===== src/rtl/mult_err_monitor_if.sv =====
// Sample stream and result bus between the approximate-multiplier test harness and mult_err_monitor.
interface mult_err_monitor_if #(
    parameter int unsigned ACC_W = 32
);
    logic             start;
    logic             in_valid;
    logic             in_ready;
    logic [7:0]       A;
    logic [7:0]       B;
    logic [15:0]      R;
    logic             busy;
    logic             done;
    logic [ACC_W-1:0] err_sum;
    logic [ACC_W-1:0] bias_sum;
    logic [15:0]      err_max;
    logic [15:0]      err_cnt;

    modport master (
        output start, in_valid, A, B, R,
        input  in_ready, busy, done, err_sum, bias_sum, err_max, err_cnt
    );

    modport slave (
        input  start, in_valid, A, B, R,
        output in_ready, busy, done, err_sum, bias_sum, err_max, err_cnt
    );
endinterface


===== src/rtl/mult_err_monitor.sv =====
// Windowed error statistics for an 8x8 approximate multiplier: recomputes A*B and
// accumulates |err| sum, signed bias, max |err| and nonzero-error count over SAMPLES products.
module mult_err_monitor #(
    parameter int unsigned SAMPLES = 256,
    parameter int unsigned ACC_W   = 32
) (
    input  logic                 clk,
    input  logic                 rst,
    mult_err_monitor_if.slave    bus
);
    localparam int unsigned SW = ACC_W + 1;

    localparam logic [1:0] S_IDLE  = 2'd0;
    localparam logic [1:0] S_RUN   = 2'd1;
    localparam logic [1:0] S_DRAIN = 2'd2;
    localparam logic [1:0] S_DONE  = 2'd3;

    logic [1:0]  state_q, state_d;
    logic        drain_q, drain_d;
    logic [15:0] acc_cnt_q, acc_cnt_d;
    logic        in_ready_q, in_ready_d;
    logic        busy_q, busy_d;
    logic        done_q, done_d;
    logic        accept, clear;

    logic        s1_vld_q, s1_vld_d;
    logic [15:0] s1_exact_q, s1_exact_d;
    logic [15:0] s1_r_q, s1_r_d;

    logic               s2_vld_q, s2_vld_d;
    logic signed [16:0] s2_diff_q, s2_diff_d;
    logic [15:0]        s2_abs_q, s2_abs_d;
    logic               s2_nz_q, s2_nz_d;

    logic [ACC_W-1:0]        err_sum_q, err_sum_d;
    logic signed [ACC_W-1:0] bias_sum_q, bias_sum_d;
    logic [15:0]             err_max_q, err_max_d;
    logic [15:0]             err_cnt_q, err_cnt_d;

    logic [SW-1:0]        esum;
    logic signed [SW-1:0] bsum;

    // Window control FSM; status outputs are registered from the next state
    always_comb begin
        state_d   = state_q;
        drain_d   = drain_q;
        acc_cnt_d = acc_cnt_q;
        accept    = 1'b0;
        clear     = 1'b0;
        case (state_q)
            S_IDLE, S_DONE: begin
                if (bus.start) begin
                    state_d   = S_RUN;
                    acc_cnt_d = '0;
                    clear     = 1'b1;
                end
            end
            S_RUN: begin
                if (bus.in_valid && in_ready_q) begin
                    accept    = 1'b1;
                    acc_cnt_d = acc_cnt_q + 16'd1;
                    if (acc_cnt_q == 16'(SAMPLES - 1)) begin
                        state_d = S_DRAIN;
                        drain_d = 1'b0;
                    end
                end
            end
            S_DRAIN: begin
                drain_d = 1'b1;
                if (drain_q) state_d = S_DONE;
            end
            default: state_d = S_IDLE;
        endcase
        in_ready_d = (state_d == S_RUN);
        busy_d     = (state_d == S_RUN) || (state_d == S_DRAIN);
        done_d     = (state_d == S_DONE);
    end

    // Three-stage datapath: exact product, signed difference, accumulate
    always_comb begin
        s1_vld_d   = accept;
        s1_exact_d = s1_exact_q;
        s1_r_d     = s1_r_q;
        if (accept) begin
            s1_exact_d = 16'(bus.A) * 16'(bus.B);
            s1_r_d     = bus.R;
        end

        s2_vld_d  = s1_vld_q;
        s2_diff_d = s2_diff_q;
        s2_abs_d  = s2_abs_q;
        s2_nz_d   = s2_nz_q;
        if (s1_vld_q) begin
            s2_diff_d = $signed(17'(s1_exact_q) - 17'(s1_r_q));
            s2_abs_d  = s2_diff_d[16] ? 16'(-s2_diff_d) : s2_diff_d[15:0];
            s2_nz_d   = (s2_diff_d != 17'sd0);
        end

        // Widened sums expose overflow in the top bit for clamping
        esum = SW'(err_sum_q) + SW'(s2_abs_q);
        bsum = SW'(bias_sum_q) + SW'(s2_diff_q);

        err_sum_d  = err_sum_q;
        bias_sum_d = bias_sum_q;
        err_max_d  = err_max_q;
        err_cnt_d  = err_cnt_q;
        if (clear) begin
            err_sum_d  = '0;
            bias_sum_d = '0;
            err_max_d  = '0;
            err_cnt_d  = '0;
        end else if (s2_vld_q) begin
            err_sum_d = esum[ACC_W] ? {ACC_W{1'b1}} : esum[ACC_W-1:0];
            if (bsum[ACC_W] != bsum[ACC_W-1])
                bias_sum_d = bsum[ACC_W] ? {1'b1, {(ACC_W-1){1'b0}}} : {1'b0, {(ACC_W-1){1'b1}}};
            else
                bias_sum_d = bsum[ACC_W-1:0];
            if (s2_abs_q > err_max_q) err_max_d = s2_abs_q;
            err_cnt_d = err_cnt_q + 16'(s2_nz_q);
        end
    end

    always_ff @(posedge clk or posedge rst) begin
        if (rst) begin
            state_q    <= S_IDLE;
            drain_q    <= 1'b0;
            acc_cnt_q  <= '0;
            in_ready_q <= 1'b0;
            busy_q     <= 1'b0;
            done_q     <= 1'b0;
            s1_vld_q   <= 1'b0;
            s1_exact_q <= '0;
            s1_r_q     <= '0;
            s2_vld_q   <= 1'b0;
            s2_diff_q  <= '0;
            s2_abs_q   <= '0;
            s2_nz_q    <= 1'b0;
            err_sum_q  <= '0;
            bias_sum_q <= '0;
            err_max_q  <= '0;
            err_cnt_q  <= '0;
        end else begin
            state_q    <= state_d;
            drain_q    <= drain_d;
            acc_cnt_q  <= acc_cnt_d;
            in_ready_q <= in_ready_d;
            busy_q     <= busy_d;
            done_q     <= done_d;
            s1_vld_q   <= s1_vld_d;
            s1_exact_q <= s1_exact_d;
            s1_r_q     <= s1_r_d;
            s2_vld_q   <= s2_vld_d;
            s2_diff_q  <= s2_diff_d;
            s2_abs_q   <= s2_abs_d;
            s2_nz_q    <= s2_nz_d;
            err_sum_q  <= err_sum_d;
            bias_sum_q <= bias_sum_d;
            err_max_q  <= err_max_d;
            err_cnt_q  <= err_cnt_d;
        end
    end

    assign bus.in_ready = in_ready_q;
    assign bus.busy     = busy_q;
    assign bus.done     = done_q;
    assign bus.err_sum  = err_sum_q;
    assign bus.bias_sum = bias_sum_q;
    assign bus.err_max  = err_max_q;
    assign bus.err_cnt  = err_cnt_q;
endmodule


===== src/flat_wrapper.sv =====
// flat-port wrapper written by rule: the top's interface ports become plain ports
module mult_err_monitor_flat 
#(
    parameter int unsigned SAMPLES = 256,
    parameter int unsigned ACC_W   = 32
)
  (clk, rst, bus_start, bus_in_valid, bus_A, bus_B, bus_R, bus_in_ready, bus_busy, bus_done, bus_err_sum, bus_bias_sum, bus_err_max, bus_err_cnt);
  mult_err_monitor_if #(.ACC_W(ACC_W)) bus_i ();
  input  logic clk;
  input  logic rst;
  input wire logic [$bits(bus_i.start)-1:0] bus_start;
  input wire logic [$bits(bus_i.in_valid)-1:0] bus_in_valid;
  input wire logic [$bits(bus_i.A)-1:0] bus_A;
  input wire logic [$bits(bus_i.B)-1:0] bus_B;
  input wire logic [$bits(bus_i.R)-1:0] bus_R;
  output wire logic [$bits(bus_i.in_ready)-1:0] bus_in_ready;
  output wire logic [$bits(bus_i.busy)-1:0] bus_busy;
  output wire logic [$bits(bus_i.done)-1:0] bus_done;
  output wire logic [$bits(bus_i.err_sum)-1:0] bus_err_sum;
  output wire logic [$bits(bus_i.bias_sum)-1:0] bus_bias_sum;
  output wire logic [$bits(bus_i.err_max)-1:0] bus_err_max;
  output wire logic [$bits(bus_i.err_cnt)-1:0] bus_err_cnt;
  assign bus_i.start = bus_start;
  assign bus_i.in_valid = bus_in_valid;
  assign bus_i.A = bus_A;
  assign bus_i.B = bus_B;
  assign bus_i.R = bus_R;
  assign bus_in_ready = bus_i.in_ready;
  assign bus_busy = bus_i.busy;
  assign bus_done = bus_i.done;
  assign bus_err_sum = bus_i.err_sum;
  assign bus_bias_sum = bus_i.bias_sum;
  assign bus_err_max = bus_i.err_max;
  assign bus_err_cnt = bus_i.err_cnt;
  mult_err_monitor #(.SAMPLES(SAMPLES), .ACC_W(ACC_W)) u_core (.clk(clk), .rst(rst), .bus(bus_i));
endmodule

===== config.mk =====
export PLATFORM = sky130hd
export DESIGN_NAME = mult_err_monitor_flat
export DESIGN_NICKNAME = d
export VERILOG_FILES = /design/src/rtl/mult_err_monitor_if.sv /design/src/rtl/mult_err_monitor.sv /design/src/flat_wrapper.sv
export SDC_FILE = /design/constraint.sdc
export NUM_CORES = 1
export LEC_CHECK = 0
export BUFFER_PORTS_ARGS = -buffer_cell sky130_fd_sc_hd__buf_4
export CORE_UTILIZATION = 35
export CTS_CLUSTER_SIZE = 24
export DETAILED_ROUTE_END_ITERATION = 8
export PLACE_DENSITY_LB_ADDON = 0.12
export SLEW_MARGIN = 15
export SYNTH_ARGS = -nofsm -noshare
export SYNTH_HDL_FRONTEND = slang
export SYNTH_SLANG_ARGS = --single-unit

===== constraint.sdc =====
create_clock -name clk -period 6.8 [get_ports clk]
set_input_delay 0.68 -clock clk [delete_from_list [all_inputs] [get_ports clk]]
set_output_delay 0.68 -clock clk [all_outputs]
set_load 0.01 [all_outputs]

==> results of run 1 <==
==> cells in the mapped netlist, types with 4 or more instances <==
cell,n
dfrtp_1,185
ha_1,124
nor2_1,121
inv_1,113
nand2_1,89
a21oi_1,83
o21ai_0,77
xor2_1,61
and2_1,56
clkbuf_1,42
xnor2_1,41
fa_1,39
a21o_1,35
mux2_2,33
a31oi_1,29
nand3_1,28
nor3_1,27
mux2i_1,25
a221o_1,20
nand4_1,19
and3_1,13
o21a_1,12
o21bai_1,11
a221o_2,10
a211oi_1,9
and4_1,9
nand2b_1,7
nor2b_1,6
o31ai_1,6
or3_1,6
a21boi_0,5
buf_2,5
o211ai_1,5
a311oi_1,4
nand3b_1,4
nor4_1,4
or2_2,4
==> area by class of cell <==
| type | instances | area, um^2 | share of cell area [%] |
|---|---|---|---|
| Clock inverter | 12 | 119 | 0.764 |
| Tap cell | 511 | 639 | 4.11 |
| Clock buffer | 20 | 437 | 2.81 |
| Timing Repair Buffer | 143 | 1070 | 6.90 |
| Multi-Input combinational cell | 1072 | 8220 | 52.9 |
| Inverter | 113 | 432 | 2.78 |
| Sequential cell | 185 | 4630 | 29.8 |
==> worst max path at each step <==
stage / startpoint / depth (start not counted) / to / slack, ns
floorplan: rst / 1 / u_core.acc_cnt_q[0] / 1.09
global placement: bus_A[1] / 17 / u_core.s1_exact_q[15] / 1.98
CTS: bus_A[1] / 17 / u_core.s1_exact_q[15] / 2.40
global route: bus_A[1] / 17 / u_core.s1_exact_q[15] / 2.14
detailed placement: bus_A[1] / 17 / u_core.s1_exact_q[15] / 1.94
finish: bus_A[1] / 17 / u_core.s1_exact_q[15] / 2.42
==> cells by family after synthesis <==
| kind of cell | Yosys count | synth area share (%) |
|---|---|---|
| multiplexers | 58 | 4.62 |
| XOR/XNOR | 102 | 6.63 |
| flip-flops | 185 | 34.4 |
| AO/OA/AOI/OAI | 351 | 17.9 |
| AND/OR/NAND/NOR | 398 | 14.4 |
| buffers and inverters | 164 | 4.78 |
| adder cells (fa/ha/maj) | 163 | 17.3 |
==> sequential cells by signal, indices dropped and copies added (netlist names) <==
register             flops
u_core.s2_abs_q         16
u_core.state_q           2
u_core.bus.err_max      16
u_core.s2_vld_q          1
u_core.s1_exact_q       16
u_core.acc_cnt_q        16
u_core.bus.in_ready      1
u_core.s2_diff_q        16
u_core.s1_vld_q          1
u_core.drain_q           1
u_core.bus.bias_sum     32
u_core.bus.err_cnt      16
u_core.s1_r_q           16
u_core.s2_nz_q           1
u_core.bus.err_sum      32
u_core.bus.busy          1
u_core.bus.done          1
==> routing by layer <==
| metal | share of wire, % | GRT usage (%) |
|---|---|---|
| met1 | 49 | 24.3 |
| met2 | 47 | 28.4 |
| met3 | 2.7 | 2.66 |
| met4 | 1.6 | 4.82 |
| met5 | 0 | 0 |
==> stage by stage <==
stage                     cell area (um^2)  total power (W)  setup WS [ns]
after floorplan                      13500          0.00588           1.09
final                                15600          0.00827           2.42
after CTS                            15600          0.00837           2.40
after detailed placement             15000          0.00734           1.94
after global placement               15000          0.00729           1.98
after global routing                 15600          0.00910           2.14
==> power by group through the flow <==
stage	sequential [W]	clock, W	combinational, W
detailed placement	0.00207	0	0.00528
floorplan	0.00201	0	0.00387
global route	0.00210	0.00107	0.00593
CTS	0.00204	0.00102	0.00531
global placement	0.00206	0	0.00523
finish	0.00203	0.000979	0.00526
==> placed cells by master, fill, tap and decap left out, types with 25 or more instances in the layout <==
| cell | instances |
|---|---|
| inv_1 | 112 |
| nor2_1 | 120 |
| xnor2_1 | 41 |
| xor2_1 | 61 |
| buf_4 | 143 |
| nand3_1 | 28 |
| nor3_1 | 27 |
| mux2i_1 | 25 |
| a31oi_1 | 28 |
| a21o_1 | 35 |
| dfrtp_1 | 184 |
| nand2_1 | 89 |
| a21oi_1 | 83 |
| o21ai_0 | 77 |
| ha_1 | 124 |
| fa_1 | 39 |
| mux2_2 | 33 |
| and2_1 | 55 |
==> critical path: cells and delay by family <==
kind	cells	cell delay (ns)
buf+inv	3	0.22
xor+xnor	1	0.12
compound gates	7	1.15
simple gates	1	0.17
fa+ha+maj	5	2.32
==> run metrics, run 1 <==
required time worst endpoint 7.10 ns; antenna diode count 0; Seq pwr share 24.5%; total of max-cap violations 0; Sink Count 185; P&R area growth vs syn 15.5%; share of the synthesized area in the top cell type 34.4%; CP dominant cell by count fa_1; status completed; Placed Cells 2024; Crit-path slowest cell fa_1; R2R Path Start u_core.s2_abs_q[0]; Syn Inst Count 1421; share of cells above drive strength 1 15.3%; Initial Utilization 35.7%; pin count of the biggest net entering global routing 119; P_sw 0.00377 W; Post-CTS Repair Setup Buffers 0; htree depth 4; Port Buffers 134; Top Ports 135; 1st-iter DRT viols 396; Layout Nets 1731; Post-Syn Nets 1620; sequential area share after synthesis 34.4%; global-route wire length before repair 54900 um; Post-synth top flop dfrtp_1; DIE AREA 0.0393 mm^2; std cell rows 71; setup TNS 0 ns; top cells by area, synth dfrtp_1, ha_1, fa_1, xor2_1, nor2_1; min Tclk post-route 4.38 ns; Clk network pwr share 11.8%; synth warn 0; CP endpoint kind flop; Max clock buf depth 2; GR Overflow Total 0; Peak VDD IR 0.000202 V; die outline height 198 um; combinational share of power 63.6%; measured slew at the worst slew-check pin 1.00 ns; # hold bufs at CTS 0; Final Max Slew Viols 0; switching share of power 45.6%; Max Fclk 228 MHz; vias in the first global route 10300; total wire length 33000 um; core area 0.0378 mm^2; DR vias 10500; drt drc 0; via/cell ratio 5.08; Netlist cell types 74; Final HPWL DP 24900 um; Yosys top cell by area dfrtp_1; Root Driver clkbuf_16; Die Width 198 um; Power Density 532 mW/mm^2; Final Hold Vio Count 0; CP Cell Sequence buf_4, and2_1, fa_1, fa_1, inv_1, fa_1, fa_1, inv_1, ha_1, o21ai_0, a21boi_0, o21ai_0, a21oi_1, a41oi_1, a21oi_1, xnor2_1, o21ai_0; max_slew headroom 32.4%; Hold Crit Class in2async; Final Skew 0.0113 ns; Largest stage delay, worst path 0.54 ns; RSZ-0062 raised after global routing no; Layout Cells excl Fill 2056; worst r2r dst u_core.bus.err_sum[20]; CP max FO 8; Resized Gates After CTS 0; Finished Core Util 41.2%; Reg clk slew, reported paths 0.07 ns; GRT Overall Usage 17.6%; CTS tree built; Netlist Area Pre-Place 0.0135 mm^2; clock insertion delay at the later pin of the skew report 0.44 ns; initial antenna violation count 0; Async S/R FF share, synth 100%; Routed Antenna Nets 0; flops & latches, synth 185; FF-to-FF setup slack 2.58 ns; syn avg cell area 9.48 um^2; WHS 0.378 ns; CP startpoint kind input port; WL/cell 16.0 um; Worst Path Arrival 4.68 ns; Tcrit/Tclk final 64.4%; P_int 0.00450 W; Fillers 3778; critical path class in2reg; Setup Viol. Count Final 0; R2R cell count 12; First-pass DRT Iterations 5; number of flops mapped to enable cells by yosys 0; Leak 7.18 nW; CTS Buf Count 17; GPL Wtd Cong 0.848
Note: power is estimated with default switching activity, not from simulation.
==> run 2: changes to the inputs <==
--- a/config.mk
+++ b/config.mk
@@ -5,6 +5,7 @@
 export SDC_FILE = /design/constraint.sdc
 export NUM_CORES = 1
 export LEC_CHECK = 0
+export ABC_AREA = 1
 export BUFFER_PORTS_ARGS = -buffer_cell sky130_fd_sc_hd__buf_4
 export CORE_UTILIZATION = 35
 export CTS_CLUSTER_SIZE = 24
==> constraint.sdc (replaced) <==
create_clock -name clk -period 3.7 [get_ports clk]
set_input_delay 0.37 -clock clk [delete_from_list [all_inputs] [get_ports clk]]
set_output_delay 0.37 -clock clk [all_outputs]
set_load 0.01 [all_outputs]
==> run 2 against run 1 <==
Compared with the run above:
- flip-flop and latch count unchanged
- core utilization increased by 0.85 points
- cell count increased by 43%
- synthesized cell count increased by 54%
- critical path depth increased by 3
- critical path type unchanged
- critical endpoint is now u_core.s1_exact_q[14]
- largest power group unchanged
==> run metrics, run 2 <==
Post-CTS Repair Setup Buffers 0; metal2 WL 19500 um; CP dominant cell by count nand2_1; Layout Nets 2544; GRT Overall Usage 19.9%; initial antenna violation count 0; Async S/R FF share, synth 100%; vias in the first global route 13600; required time worst endpoint 4.09 ns; top cells by count, synth nand2_1, inv_1, dfrtp_1; setup TNS 0 ns; via/cell ratio 4.79; dominant cell by count in the synthesized netlist nand2_1; syn avg cell area 6.92 um^2; CTS tree built; Root Driver clkbuf_16; min Tclk post-route 3.56 ns; DR vias 14100; Largest stage delay, worst path 0.52 ns; 1st-iter DRT viols 865; Routed Antenna Nets 0; Clk network pwr share 13.1%; Setup Viol. Count Final 0; clock insertion delay at the later pin of the skew report 0.47 ns; synth warn 0; most common cell after layout, fill and taps aside nand2_1; drt drc 0; share of the synthesized area in the top cell type 30.5%; P_sw 0.00746 W; CP startpoint kind input port; Tcrit/Tclk final 96.1%; std cell rows 75; Peak VDD IR 0.000350 V; Power Density 818 mW/mm^2; GR Overflow Total 0; Top Ports 135; max_slew headroom 38.8%; Leak 9.77 nW; combinational share of power 64.9%; DIE AREA 0.0442 mm^2; Max Fclk 281 MHz; number of flops mapped to enable cells by yosys 0; core area 0.0423 mm^2; total of max-cap violations 0; Max Used Layer met4; Seq pwr share 22.0%; die outline height 210 um; Port Buffers 134; antenna diode count 0; htree depth 4; Final HPWL DP 33900 um; GPL Wtd Cong 0.929; pin count of the biggest net entering global routing 96; Initial Utilization 35.8%; Post-synth top flop dfrtp_1; Reg clk slew, reported paths 0.07 ns; Syn Inst Count 2191; P_int 0.00710 W; flops & latches, synth 185; Layout Cells excl Fill 2934; Sink Count 185; P&R area growth vs syn 17.3%; worst path buffer plus inverter count 5; CP max FO 7; Post-Syn Nets 2390; CTS Buf Count 17; Placed Cells 2902; WL met3 1260 um; switching share of power 51.3%; most frequent cells in the layout nand2_1, inv_1, buf_4; share of cells above drive strength 1 12.5%; status completed; Netlist cell types 49; Yosys top cell by area dfrtp_1; Max clock buf depth 2; WL/cell 14.5 um; CP Cell Sequence buf_4, nand2_1, inv_1, fa_1, fa_1, fa_1, inv_1, fa_1, inv_2, ha_4, a21o_1, a21boi_2, nand3_2, nand2_1, inv_1, o21ai_2, nand2_1, nand2_1, nand3_1, nand2_1; Crit-path slowest cell fa_1; First-pass DRT Iterations 5; Worst Path Arrival 3.95 ns; CP endpoint kind flop; Hold Crit Class in2reg; Top Family by Delay on Critical Path adder cells; total wire length 42500 um; Final Max Slew Viols 0; measured slew at the worst slew-check pin 0.917 ns; Netlist Area Pre-Place 0.0152 mm^2; DRT met1 WL 21100 um; Final Hold Vio Count 0; global-route wire length before repair 70100 um; critical path class in2reg; top cells by area, synth dfrtp_1, nand2_1, ha_1, inv_1, nand3_1; sequential area share after synthesis 30.5%; Final Skew 0.0192 ns; Die Width 210 um
-- run 2: changes by cell type after synthesis, moves of 27 or more --
cell     delta
a21o_1     -27
and2_1     -51
inv_1     +199
mux2_2     -33
nand2_1   +634
nand3_1   +129
nor2_1     +44
xor2_1     -49
-- run 2: logic make-up (layout without fill, tap and decap cells) --
group	count (synthesis)	after routing	synth area share, %
xor gates and xnor gates	37	37	2.14
DFF	185	185	30.5
and+or+nand+nor	1159	1159	32.2
AOI/OAI and AO/OA	269	269	10.0
buffers and inverters	378	544	9.73
adders and majority gates	163	163	15.4
-- run 2: layout make-up --
cell class / instances / area [um^2]
repair buffers: 191 / 1460
flip-flops and latches: 185 / 4630
clock inverters: 13 / 158
clock buffers: 18 / 439
multi-input cells: 1628 / 9180
inverters: 322 / 1210
well taps: 577 / 722
fillers: 4458 / 24500
-- run 2: power by group through the flow --
stage	combinational (W)	clock, W	sequential, W
6_report	0.00945	0.00191	0.00320
5_1_grt	0.0109	0.00203	0.00327
4_1_cts	0.00948	0.00197	0.00321
3_5_place_dp	0.00943	0	0.00325
3_3_place_gp	0.00938	0	0.00324
2_1_floorplan	0.00683	0	0.00308
-- run 2: worst reg2reg max path, cell delays in order, from the launching register on --
cell and delay, ns:
dfrtp_1 0.81, ha_1 0.44, a21oi_1 0.27, a21boi_1 0.24
nand2_1 0.11, a21oi_2 0.18, nand2_1 0.10, nand2_1 0.06
nand2_1 0.09, nand2_2 0.30, buf_12 0.21, nand3_1 0.10
nand2_1 0.07, nand2_1 0.05
-- run 2: timing repair --
item | in CTS | in global routing
hold endpoints to repair | 2 | 0
endpoints found under the setup margin | 0 | 4
gates resized for setup | 0 | 6
hold buffers | 1 | 0
-- run 2: path summary, 6_finish.rpt --
path                                            from                 endpoint  slack [ns]  cells past startpoint
worst max-delay path                        bus_A[4]    u_core.s1_exact_q[14]        0.14                     20
worst min-delay path                       bus_R[10]        u_core.s1_r_q[10]        0.12                      3
worst max register to register  u_core.s2_diff_q[16]  u_core.bus.bias_sum[12]        0.55                     13
worst min register to register  u_core.acc_cnt_q[15]     u_core.acc_cnt_q[15]        0.47                      1
max in group asynchronous                        rst    u_core.s1_exact_q[12]        2.48                      4
min in group asynchronous                        rst   u_core.bus.err_cnt[14]        0.35                      3
-- run 2: layer usage --
metal  up-vias  track usage [%]
li1       7308                -
met1      6506             27.5
met2       210             32.5
met3        32             2.31
met4         0             5.61
met5         -                0
-- run 2: metrics by stage --
stage               total power (W)  util, %  setup slack [ns]  hold slack [ns]  area, um^2
finish                       0.0146     42.1             0.145            0.115       17800
global route                 0.0162     42.1           -0.0213            0.104       17800
CTS                          0.0147     42.0            0.0763           0.0836       17800
detailed placement           0.0127     40.6            -0.406            0.281       17200
global placement             0.0126     40.6            -0.373            0.279       17200
floorplan                   0.00991        -            -0.127            0.352       15400
==> run 3: changes to the inputs <==
--- a/config.mk
+++ b/config.mk
@@ -11,6 +11,7 @@
 export CTS_CLUSTER_SIZE = 24
 export DETAILED_ROUTE_END_ITERATION = 8
 export PLACE_DENSITY_LB_ADDON = 0.12
+export RECOVER_POWER = 25
 export SLEW_MARGIN = 15
 export SYNTH_ARGS = -nofsm -noshare
 export SYNTH_HDL_FRONTEND = slang
==> run 3 against run 2 <==
Compared with the run above:
- sequential power is essentially flat
- hold slack hardly changed
- the run now ends with max-capacitance violations, max-slew violations left
- highest routed layer unchanged
- cell count is the same
- power about the same
- sequential share of layout area is essentially flat
- core utilization is 0.059 points lower
==> run metrics, run 3 (synthesized netlist as in run 2, its figures left out) <==
status complete, but fails checks; violated checks max-capacitance violations, max-slew violations; total wire length 42600 um; First-pass DRT Iterations 5; Port Buffers 134; Hold Crit Class in2reg; CTS tree built; drt drc 0; Die Width 210 um; Routed Antenna Nets 0; total power 0.0146 W; required time worst endpoint 4.09 ns; Top Ports 135; via/cell ratio 4.81; 1st-iter DRT viols 828; Layout Nets 2544; clock insertion delay at the later pin of the skew report 0.47 ns; dpl ws -0.406 ns; CP startpoint kind input port; Final Hold Vio Count 0; GRT Overall Usage 19.9%; Final Max Slew Viols 171; Power Density 819 mW/mm^2; Root Driver clkbuf_16; CTS Buf Count 17; Initial Utilization 35.8%; GR Overflow Total 0; initial antenna violation count 0; Sink Count 185; Max Fclk 281 MHz; GPL Wtd Cong 0.929; Area after DPL 0.0172 mm^2; WL/cell 14.5 um; P&R area growth vs syn 17.2%; Tcrit/Tclk final 96.1%; WHS 0.116 ns; setup TNS 0 ns; vias in the first global route 13600; DIE AREA 0.0442 mm^2; min Tclk post-route 3.56 ns; pin count of the biggest net entering global routing 96; antenna diode count 0; Setup Viol. Count Final 0; global-route wire length before repair 70100 um; Final Skew 0.0193 ns; die outline height 210 um; share of cells above drive strength 1 12.4%; Leak 9.76 nW; core area 0.0423 mm^2; DR vias 14100; Peak VDD IR 0.000351 V; measured slew at the worst slew-check pin 2.46 ns; htree depth 4; most common cell after layout, fill and taps aside nand2_1; total of max-cap violations 3; std cell rows 75; Fillers 4464; CP endpoint kind flop; critical path class in2reg; Final HPWL DP 33900 um; Reg clk slew, reported paths 0.07 ns; CP max FO 7; Post-CTS Repair Setup Buffers 0; Design Area, Final 0.0178 mm^2; Worst Path Arrival 3.95 ns; setup ws final 0.144 ns; most frequent cells in the layout nand2_1, inv_1, buf_4, dfrtp_1, nor2_1; Max clock buf depth 2; max_slew headroom -64.3%
## run 3: changes by cell type in the layout (fill, tap and decap cells not counted)
| cell | previous run | this run |
|---|---|---|
| clkbuf_1 | 0 | 2 |
| clkinvlp_2 | 0 | 1 |
| buf_4 | 188 | 185 |
| buf_12 | 2 | 1 |
| clkbuf_2 | 0 | 1 |
| clkbuf_4 | 0 | 1 |
| clkinvlp_4 | 2 | 1 |
## run 3: report_power, final
group	internal (W)	leakage [nW]	total, W	switching [W]
clock	0.000975	0.289	0.00191	0.000935
sequential	0.00260	2.44	0.00320	0.000598
combinational	0.00352	7.03	0.00945	0.00594
## run 3: area by class of cell
type / count / area (um^2) / share of cell area (%)
flip-flops and latches: 185 / 4630 / 26.0
well taps: 577 / 722 / 4.06
multi-input cells: 1628 / 9180 / 51.6
repair buffers: 191 / 1440 / 8.10
clock buffers: 18 / 439 / 2.47
clock inverters: 13 / 158 / 0.887
inverters: 322 / 1210 / 6.81
## run 3: worst paths after layout
path	start	to	slack [ns]	cells after the start
worst min register to register	u_core.acc_cnt_q[15]	u_core.acc_cnt_q[15]	0.47	1
worst max-delay path	bus_A[4]	u_core.s1_exact_q[14]	0.14	20
worst max register to register	u_core.s1_vld_q	u_core.s2_abs_q[5]	0.41	5
min in group asynchronous	rst	u_core.bus.err_cnt[14]	0.35	3
worst min-delay path	bus_R[10]	u_core.s1_r_q[10]	0.12	3
max in group asynchronous	rst	u_core.bus.bias_sum[13]	0.72	4
## run 3: layer usage
layer | routed length, um | up-vias | global-route usage, % | part of all wire (%)
met4 | 745 | 0 | 5.61 | 1.7
li1 | - | 7304 | - | -
met3 | 1330 | 41 | 2.31 | 3.1
met5 | 0 | - | 0 | 0
met1 | 21000 | 6515 | 27.5 | 49
met2 | 19500 | 238 | 32.5 | 46
## run 3: critical path, cell delays in order
cell      delay, ns
buf_4          0.14
nand2_1        0.06
inv_1          0.05
fa_1           0.50
fa_1           0.52
fa_1           0.50
inv_1          0.05
fa_1           0.50
inv_2          0.05
ha_4           0.21
a21o_1         0.20
a21boi_2       0.15
nand3_2        0.11
nand2_1        0.07
inv_1          0.05
o21ai_2        0.15
nand2_1        0.07
nand2_1        0.05
nand3_1        0.08
nand2_1        0.07
## run 3: through the flow
step | instances | utilization, %
finish | 2934 | 42.0
CTS | 2934 | 42.0
global route | 2934 | 42.0
floorplan | 2191 | -
global placement | 2902 | 40.6
detailed placement | 2902 | 40.6
## run 3: repair_timing
action | in CTS | in global routing
endpoints found under the hold margin | 2 | 0
hold buffers | 1 | 0
gates resized for setup | 0 | 6
endpoints found under the setup margin | 0 | 4
